==> config.mk <==
export PLATFORM = sky130hd
export DESIGN_NAME = instr_fetch
export DESIGN_NICKNAME = d
export VERILOG_FILES = /design/src/rtl/instr_fetch.sv
export SDC_FILE = /design/constraint.sdc
export NUM_CORES = 1
export LEC_CHECK = 0
export BUFFER_PORTS_ARGS = -buffer_cell sky130_fd_sc_hd__buf_2
export CAP_MARGIN = 15
export CELL_PAD_IN_SITES_DETAIL_PLACEMENT = 1
export CELL_PAD_IN_SITES_GLOBAL_PLACEMENT = 2
export CORE_MARGIN = 3
export CORE_UTILIZATION = 33
export DETAILED_ROUTE_END_ITERATION = 6
export PLACE_DENSITY_LB_ADDON = 0.1
export SLEW_MARGIN = 20
export SYNTH_ARGS = -nofsm -noshare
export SYNTH_HDL_FRONTEND = slang
export SYNTH_SLANG_ARGS = --single-unit
==> constraint.sdc <==
create_clock -name clk -period 5.15 [get_ports clk]
set_input_delay 1.545 -clock clk [delete_from_list [all_inputs] [get_ports clk]]
set_output_delay 1.545 -clock clk [all_outputs]
set_load 0.01 [all_outputs]
==> src/rtl/instr_fetch.sv <==
// Instruction fetch stage: owns the PC, reads words from instruction memory over a
// req/ack handshake and hands each instruction plus its PC to decode over valid/ready.
module instr_fetch #(
  parameter logic [31:0] PC_RESET  = 32'h0000_0000,
  parameter logic [31:0] NOP_INSTR = 32'h0000_0013
) (
  input  logic        clk,
  input  logic        rst_n,
  output logic        imem_req,
  output logic [31:0] imem_addr,
  input  logic        imem_ack,
  input  logic [31:0] imem_rdata,
  output logic [31:0] instr,
  output logic [31:0] pc,
  output logic        instr_valid,
  input  logic        instr_ready,
  input  logic        branch_taken,
  input  logic [11:0] branch_imm,
  output logic        misalign_err
);

  localparam logic [1:0] IDLE  = 2'd0;
  localparam logic [1:0] FETCH = 2'd1;
  localparam logic [1:0] HOLD  = 2'd2;
  localparam logic [1:0] ERROR = 2'd3;

  logic [1:0]  state_q, state_d;
  logic [31:0] pc_q, pc_d;
  logic [31:0] instr_q, instr_d;
  logic        req_q, req_d;
  logic        valid_q, valid_d;
  logic        err_q, err_d;

  logic [31:0] branch_off;
  logic [31:0] next_pc;
  logic        consume;

  // SB-type immediate encodes imm[12:1]; bit 0 is implicitly zero.
  assign branch_off = {{19{branch_imm[11]}}, branch_imm, 1'b0};
  assign next_pc    = branch_taken ? (pc_q + branch_off) : (pc_q + 32'd4);
  assign consume    = valid_q & instr_ready;

  always_comb begin
    state_d = state_q;
    pc_d    = pc_q;
    instr_d = instr_q;
    req_d   = req_q;
    valid_d = valid_q;
    err_d   = err_q;
    case (state_q)
      IDLE: begin
        req_d   = 1'b1;
        state_d = FETCH;
      end
      FETCH: begin
        if (imem_ack) begin
          instr_d = imem_rdata;
          valid_d = 1'b1;
          req_d   = 1'b0;
          state_d = HOLD;
        end
      end
      HOLD: begin
        if (consume) begin
          valid_d = 1'b0;
          instr_d = NOP_INSTR;
          if (next_pc[1:0] == 2'b00) begin
            pc_d    = next_pc;
            req_d   = 1'b1;
            state_d = FETCH;
          end else begin
            err_d   = 1'b1;
            state_d = ERROR;
          end
        end
      end
      ERROR: begin
        req_d = 1'b0;
      end
      default: begin
        state_d = ERROR;
        req_d   = 1'b0;
      end
    endcase
  end

  always_ff @(posedge clk or negedge rst_n) begin
    if (!rst_n) begin
      state_q <= IDLE;
      pc_q    <= PC_RESET;
      instr_q <= NOP_INSTR;
      req_q   <= 1'b0;
      valid_q <= 1'b0;
      err_q   <= 1'b0;
    end else begin
      state_q <= state_d;
      pc_q    <= pc_d;
      instr_q <= instr_d;
      req_q   <= req_d;
      valid_q <= valid_d;
      err_q   <= err_d;
    end
  end

  // The fetch address always tracks the PC, so it is stable for the whole request.
  assign imem_addr    = pc_q;
  assign imem_req     = req_q;
  assign instr        = instr_q;
  assign pc           = pc_q;
  assign instr_valid  = valid_q;
  assign misalign_err = err_q;

endmodule

==> results of run 1 <==
==> area by class of cell <==
| cell class | instances | area (um^2) |
|---|---|---|
| repair buffers | 151 | 773 |
| fillers | 2010 | 9600 |
| inverters | 17 | 63.8 |
| flip-flops and latches | 68 | 1710 |
| multi-input cells | 536 | 3400 |
| well taps | 216 | 270 |
| clock buffers | 11 | 253 |
| clock inverters | 5 | 108 |
==> power breakdown <==
| part | leakage (uW) | internal (uW) | switching, uW |
|---|---|---|---|
| clock network | 0.000176 | 501 | 254 |
| registers | 0.000849 | 720 | 143 |
| logic | 0.00219 | 472 | 758 |
==> worst max path at each step <==
stage / from / to / slack, ns / cells after the start
after detailed placement: branch_imm[11] / imem_addr[30]$_DFFE_PN0P_ / 0.85 / 9
final: branch_imm[11] / imem_addr[30]$_DFFE_PN0P_ / 1.18 / 9
after CTS: branch_imm[11] / imem_addr[30]$_DFFE_PN0P_ / 1.20 / 9
after floorplan: branch_imm[0] / imem_addr[29]$_DFFE_PN0P_ / 1.66 / 10
after global routing: branch_imm[11] / imem_addr[30]$_DFFE_PN0P_ / 1.04 / 9
after global placement: branch_imm[11] / imem_addr[30]$_DFFE_PN0P_ / 1.00 / 9
==> worst min-delay path, stage by stage (launching register included) <==
cell and delay [ns]:
dfstp_2 0.36, nand2_1 0.04, nand2_1 0.04
==> per-layer routing <==
metal | up-vias | GRT usage | share of wire
li1 | 2641 | - | -
met1 | 2676 | 0.270 | 0.46
met2 | 121 | 0.335 | 0.47
met3 | 16 | 0.0613 | 0.061
met4 | 0 | 0.0398 | 0.011
met5 | - | 0 | 0
==> synth_stat cells (all sizes together), types with 3 or more instances <==
| library cell | count | share of area |
|---|---|---|
| o22ai | 15 | 0.017 |
| nand3 | 18 | 0.016 |
| and2 | 8 | 0.0090 |
| a2111oi | 3 | 0.0093 |
| a31oi | 9 | 0.010 |
| nand2 | 112 | 0.076 |
| dfstp | 3 | 0.014 |
| o221ai | 5 | 0.0079 |
| o21ai | 26 | 0.023 |
| a22oi | 3 | 0.0041 |
| dfrtp | 65 | 0.29 |
| ha | 35 | 0.079 |
| o21a | 9 | 0.012 |
| o211ai | 5 | 0.0068 |
| nand3b | 29 | 0.039 |
| a21oi | 57 | 0.052 |
| and3 | 16 | 0.018 |
| or2 | 5 | 0.0056 |
| xnor2 | 8 | 0.013 |
| o21bai | 4 | 0.0054 |
| nor3 | 9 | 0.0081 |
| mux2 | 8 | 0.016 |
| buf | 39 | 0.050 |
| nand2b | 4 | 0.0045 |
| a211oi | 12 | 0.018 |
| nand4 | 11 | 0.014 |
| xor2 | 9 | 0.014 |
| clkbuf | 26 | 0.018 |
| nor2 | 50 | 0.034 |
| a21o | 15 | 0.020 |
| nor4 | 3 | 0.0045 |
| nor2b | 6 | 0.0068 |
| a221oi | 5 | 0.0079 |
| mux2i | 8 | 0.014 |
| inv | 16 | 0.011 |
==> sequential cells by signal, indices dropped and copies added (netlist names) <==
name / flops
instr_valid: 1
imem_req: 1
imem_addr: 31
instr: 32
misalign_err: 1
state_q: 2
==> kinds of logic (layout without fill, tap and decap cells) <==
kind of cell    count (synthesis)  in the layout  share of synthesized area
simple gates                  279            279                      0.247
compound gates                186            186                      0.225
buf+inv                        82            184                     0.0789
flops                          68             68                      0.308
fa+ha+maj                      36             36                     0.0827
xor+xnor                       17             17                     0.0269
mux                            16             16                     0.0307
other cells                     1              2                   0.000677
==> per-stage QoR <==
step | total power, uW | instance area (um^2)
floorplan | 1690 | 5540
global placement | 2070 | 6210
detailed placement | 2130 | 6210
CTS | 2890 | 6580
global route | 3090 | 6580
finish | 2850 | 6580
==> reports/results.env, run 1 <==
CRITICAL_PATH_PEAK_FANOUT=23
OUTCOME='complete, no violations'
CAP_VIOLATIONS=0
CTS_INSERTED_BUFFERS=9
VDD_IR_DROP_MAX_mV=0.255
HOLD_START='instr[1]$_DFFE_PN1P_'
CTS.REPAIR.RESIZED=0
DRT-PASS1-ITER-COUNT=4
MIN_PERIOD_OVER_PERIOD=0.771
CP.ARRIVAL_NS=4.17
CLK_LATENCY_NS=0.34
SYNTH_FF_TYPE='dfrtp_1'
DP_HPWL_MM=14.0
SYNTHESIS.AREA_UM2=5540
CHIPHEIGHT_UM=136
LAYOUT.CORE_UTILIZATION=0.407
CTS-HOLD-FIX-BUFFERS=0
OVERALL_GLOBAL_ROUTING_RESOURCE_USAGE=0.205
COMMONEST_NON_FILL_NON_TAP_CELL_IN_THE_LAYOUT='buf_2'
SYNTH.YOSYS.SEQ_AREA_SHARE=0.308
CRITICAL_PATH.CELL_CHAIN='buf_2, ha_1, and2_1, a221oi_1, o21a_1, o221ai_1, o21a_1, a2111oi_0, nor3b_1'
TIMING.HOLD.WORST.CLASS='reg2reg'
FF2FF_PATH_DEPTH=8
SETUP-TNS-FINAL_NS=0
WORST_HOLD_PATH.ENDPOINT='instr[1]$_DFFE_PN1P_'
GRT_PASS1_VIAS=5758
SLOWEST_STAGE='a2111oi_0'
MAX_FREQ_MHz=252
SYNTHESIS.INSTANCES=685
SYNTH-EDFF-COUNT=0
HOLD-PATH-CELL-COUNT=2
CP.REQUIRED_NS=5.36
SYNTHESIS.YOSYS.WARNINGS=0
GR-TOTAL-OVERFLOW=0
SYNTH.FF_LATCH_COUNT=68
CTS-HTREE-LEVELS=3
CTS-ROOT-TO-SINK-BUFFERS=2
CRITICAL-PATH-TOP-CELL-BY-COUNT='o21a_1'
SYNTH_AREA_PER_CELL_UM2=8.08
CTS.SINK_COUNT=68
CRITICAL_PATH.REG2REG.ENDPOINT='imem_addr[30]$_DFFE_PN0P_'
WORST_PATH_LARGEST_CELL_DELAY_NS=0.52
WORST-PATH-BUF-INV=1
DRT_DRC_VIOLATIONS_LEFT=0
WIRELENGTH_MM=18.5
AREAGROWTHSYNTHTOFINISH_PCT=18.8
CRITICAL_PATH.STARTPOINT_TYPE='input pin'
CELLPOWERDENSITY_nW_PER_UM2=433
CTS_POST_SETUP_BUFFERS_INSERTED=0
VIAS_PER_CELL=5.43
FINAL_NETS=868
ENDPOINT_KIND='flip-flop'
BUFFER_PORTS.INSERTED=145
GRT_ANTENNA_BEFORE_REPAIR=0
FINALHOLDVIOLCOUNT=0
WORST_SLEW_MARGIN_REL=0.563
SYNTH-ASYNC-RESET-RATIO=1.00
RSZ0062_AT_GRT='false'
TOTAL_INSTANCE_COUNT_AFTER_DETAILED_PLACEMENT=988
REG2REG_SETUP_SLACK_NS=2.06
RR_STARTPOINT='imem_addr[7]$_DFFE_PN0P_'
POWER_LEAKAGE_uW=0.00322
SETUP-VIOLATIONS-FINAL=0
AVGROUTEDWIREPERCELL_UM=18.4
LAYOUT.CELLS.MOST_COMMON_LIST='buf_2, nand2_1, dfrtp_1, a21oi_1, nor2_1'
SLEW_WORST_PIN_NS=0.655
FLOORPLAN.ROWS=46
DIE_AREA_UM2=18400
DRIVE_GT1_FRAC=0.245
POSTLAYOUTSETUPSLACKWORST_NS=1.18
TIMING.SETUP.CRITICAL_PATH_CLASS='in2reg'
DIE_WIDTH_UM=136
PLACE_CONGESTION=0.806
DESIGN.PORTCOUNT=148
CTS.CLK_SLEW.WORST_PATHS_NS=0.06
INITIAL_CORE_UTIL=0.342
SYNTH.DISTINCT_CELLS=69
FIN_CRIT_NS=3.97
TIGHTEST_HOLD_MARGIN_NS=0.451
PLACEMENT.SETUP.WORST_SLACK_NS=0.847
ROUTE.ANTENNA.REMAINING_NETS=0
GRT_MAX_DEGREE=44
LAYOUT.CELLS.NON_FILLER=1004
CLOCK-SKEW-FINAL_NS=0.00484
ANTENNADIODECOUNT=0
FINAL_MAX_SLEW_VIOL_COUNT=0
CLK_ROOT_BUFFER_CELL='clkbuf_16'
CORE_AREA_UM2=16200
GLOBAL_ROUTE_WIRE_LENGTH_BEFORE_REPAIR_MM=30.2
CTS_TREE='yes'
DRT-INITIAL-DRC-COUNT=201
VIAS=5454
CRITPATHTOPFAMILY='compound AO/OA/AOI/OAI gates'
Power figures use the tool's default switching activity.
==> run 2, diff against run 1 <==
ABC_AREA = 1   (was default)
CORE_UTILIZATION = 29   (was 33)
clock period = 3.9 ns   (was 5.15 ns; I/O delays follow)
==> reports/results.env, run 2 <==
OUTCOME='complete, no violations'
FIN_CRIT_NS=3.01
SYNTH_LARGEST_AREA_CELL='dfrtp_1'
CTS-HTREE-LEVELS=3  # unchanged
GLOBAL_ROUTE_WIRE_LENGTH_BEFORE_REPAIR_MM=38.7  # +28%
VDD_IR_DROP_MAX_mV=0.258  # +1.1%
SYNTHESIS.INSTANCES=954  # +39%
CLK_LATENCY_NS=0.35  # about the same
GRT_PASS1_VIAS=6461  # +12%
SYNTH-ASYNC-RESET-RATIO=1.00  # unchanged
CP.ARRIVAL_NS=3.22  # -0.95 ns
CTS_POST_SETUP_BUFFERS_INSERTED=0  # unchanged
LAYOUT.CELLS.MOST_COMMON_LIST='nand2_1, buf_2, inv_1, nor2_1, a21oi_1'
DIE_WIDTH_UM=152  # +12%
DRT-PASS1-ITER-COUNT=5  # +1
CAP_VIOLATIONS=0  # unchanged
YOSYS.CELL_COUNT.TOP_TYPE='nand2_1'
SYNTH.YOSYS.SEQ_AREA_SHARE=0.275  # -0.0330
WORST_SLEW_MARGIN_REL=0.350  # -0.213
LAYOUT.CELL_AREA.NON_FILLER_UM2=7330  # +11%
SYNTH_AREA_PER_CELL_UM2=6.50  # -20%
FINALHOLDVIOLCOUNT=0  # unchanged
COMMONEST_NON_FILL_NON_TAP_CELL_IN_THE_LAYOUT='nand2_1'
CTS_TREE='yes'
CORE_AREA_UM2=20600  # +28%
FLOORPLAN.ROWS=52  # +13%
PLACE_AREA_UM2=6980  # +12%
CP.REQUIRED_NS=4.11  # -1.25 ns
OVERALL_GLOBAL_ROUTING_RESOURCE_USAGE=0.211  # +0.00615
CLOCK-SKEW-FINAL_NS=0.0120  # +0.00717 ns
CELLPOWERDENSITY_nW_PER_UM2=843  # +95%
FF2FF_PATH_DEPTH=9  # +1
SYNTH_TOP_AREA_FRAC=0.262  # -0.0315
VIAS_PER_CELL=4.80  # -12%
MET1_ROUTING_RESOURCE_USAGE_AFTER_GLOBAL_ROUTING=0.301  # +0.0316
BUFFER_PORTS.INSERTED=145  # unchanged
TIMING.HOLD.WORST.CLASS='reg2reg'
CTS.CLK_SLEW.WORST_PATHS_NS=0.06  # about the same
DESIGN.PORTCOUNT=148  # unchanged
SYNTH-EDFF-COUNT=0  # unchanged
SYNTH.DISTINCT_CELLS=42  # -39%
SETUP-VIOLATIONS-FINAL=0  # unchanged
CRITICAL_PATH_PEAK_FANOUT=20  # -13%
ROUTE.ANTENNA.REMAINING_NETS=0  # unchanged
SYNTH_COMMON_CELLS='nand2_1, inv_1, nor2_1, a21oi_1, dfrtp_1'
GR-TOTAL-OVERFLOW=0  # unchanged
CTS.SINK_COUNT=68  # unchanged
GLOBALROUTEMET2UTIL=0.340  # +0.00472
NETLIST_TOP_CELLS_AREA='dfrtp_1, nand2_1, inv_1'
GRT_MAX_DEGREE=69  # +57%
CHIPHEIGHT_UM=152  # +12%
CLK_ROOT_BUFFER_CELL='clkbuf_16'
SLEW_WORST_PIN_NS=0.975  # +0.320 ns
MIN_PERIOD_OVER_PERIOD=0.771
WIRELENGTH_MM=24.6  # +33%
DIE_AREA_UM2=23200  # +26%
CTS-ROOT-TO-SINK-BUFFERS=2  # unchanged
ENDPOINT_KIND='flip-flop'
CTS.REPAIR.RESIZED=0  # unchanged
POWER_LEAKAGE_uW=0.00405  # +26%
TIGHTEST_HOLD_MARGIN_NS=0.485  # +0.0337 ns
SYNTH_FF_TYPE='dfrtp_1'
SYNTHESIS.AREA_UM2=6200  # +12%
CTS_INSERTED_BUFFERS=9  # unchanged
FINAL_MAX_SLEW_VIOL_COUNT=0  # unchanged
CRITICAL_PATH.STARTPOINT_TYPE='input pin'
LARGEST_REG_FLOPS=32  # unchanged
SYNTH.FF_LATCH_COUNT=68  # unchanged
AVGROUTEDWIREPERCELL_UM=18.3  # -0.24%
GRTUSAGEMET3=0.0222  # -0.0391
GRT_ANTENNA_BEFORE_REPAIR=0  # unchanged
TIMING.SETUP.CRITICAL_PATH_CLASS='in2reg'
MULTI_INPUT_AREA_UM2=3590  # +5.6%
HOLD-PATH-CELL-COUNT=1  # -1
VIAS=6434  # +18%
CTS-HOLD-FIX-BUFFERS=0  # unchanged
SETUP-TNS-FINAL_NS=0  # unchanged
DP_HPWL_MM=19.7  # +41%
RSZ0062_AT_GRT='false'
DRT_DRC_VIOLATIONS_LEFT=0  # unchanged
SYNTHESIS.YOSYS.WARNINGS=0  # unchanged
AREA.SEQUENTIAL_UM2=1710  # unchanged
PLACE_CONGESTION=0.845  # +4.8%
MAX_FREQ_MHz=333
DRIVE_GT1_FRAC=0.194  # -0.0507
AREAGROWTHSYNTHTOFINISH_PCT=18.1
ANTENNADIODECOUNT=0  # unchanged
DRT-INITIAL-DRC-COUNT=270  # +34%
GRT-BUSIEST-LAYER='met2'
NFILLCELLS=2724  # +36%
INITIAL_CORE_UTIL=0.301  # -0.0416
FINAL_NETS=1151  # +33%
run 2: worst max-delay path, cell delays in order:
cell,delay [ns]
buf_2,0.26
ha_1,0.43
nand2_1,0.13
nor2_1,0.36
and2_1,0.19
nand2_1,0.08
nand2_1,0.19
a21oi_1,0.09
o21ai_0,0.18
a21oi_1,0.11
run 2: stage by stage:
step	cells	setup slack, ns	power, uW	utilization
CTS	1341	0.936	6280	0.355
global route	1341	0.721	6760	0.355
detailed placement	1325	0.594	5240	0.339
global placement	1325	0.576	5210	0.339
finish	1341	0.894	6180	0.355
floorplan	955	1.31	4020	-
run 2: worst paths after layout:
path,from,to,slack [ns]
worst max-delay path,branch_imm[11],imem_addr[15]$_DFFE_PN0P_,0.89
min in group asynchronous,rst_n,instr[30]$_DFFE_PN0P_,0.96
max in group asynchronous,rst_n,imem_addr[19]$_DFFE_PN0P_,2.29
worst max register to register,imem_addr[11]$_DFFE_PN0P_,imem_addr[15]$_DFFE_PN0P_,1.46
worst min register to register,misalign_err$_DFFE_PN0P_,misalign_err$_DFFE_PN0P_,0.49
worst min-delay path,misalign_err$_DFFE_PN0P_,misalign_err$_DFFE_PN0P_,0.49
run 2: layer usage:
metal  routed length, um  vias up  part of all wire
met2               11300      126              0.46
li1                    -     3219                 -
met1               12100     3065              0.49
met5                   0        -                 0
met4                 433        0             0.018
met3                 782       24             0.032
run 2: area by class of cell:
| type | count | area share |
|---|---|---|
| Multi-Input combinational cell | 687 | 0.491 |
| Sequential cell | 68 | 0.233 |
| Timing Repair Buffer | 151 | 0.107 |
| Inverter | 149 | 0.0763 |
| Tap cell | 270 | 0.0461 |
| Clock buffer | 10 | 0.0313 |
| Clock inverter | 6 | 0.0155 |
run 2: report_power, final:
part	internal (uW)	switching, uW
registers	1050	476
clock network	627	374
logic	1330	2320
total	3010	3170
run 2: logic make-up after synthesis:
family,share of synthesized area
and+or+nand+nor,0.340
buffers and inverters,0.146
AOI/OAI and AO/OA,0.143
DFF,0.275
adders and majority gates,0.0738
xor gates and xnor gates,0.0212
other,0.000605
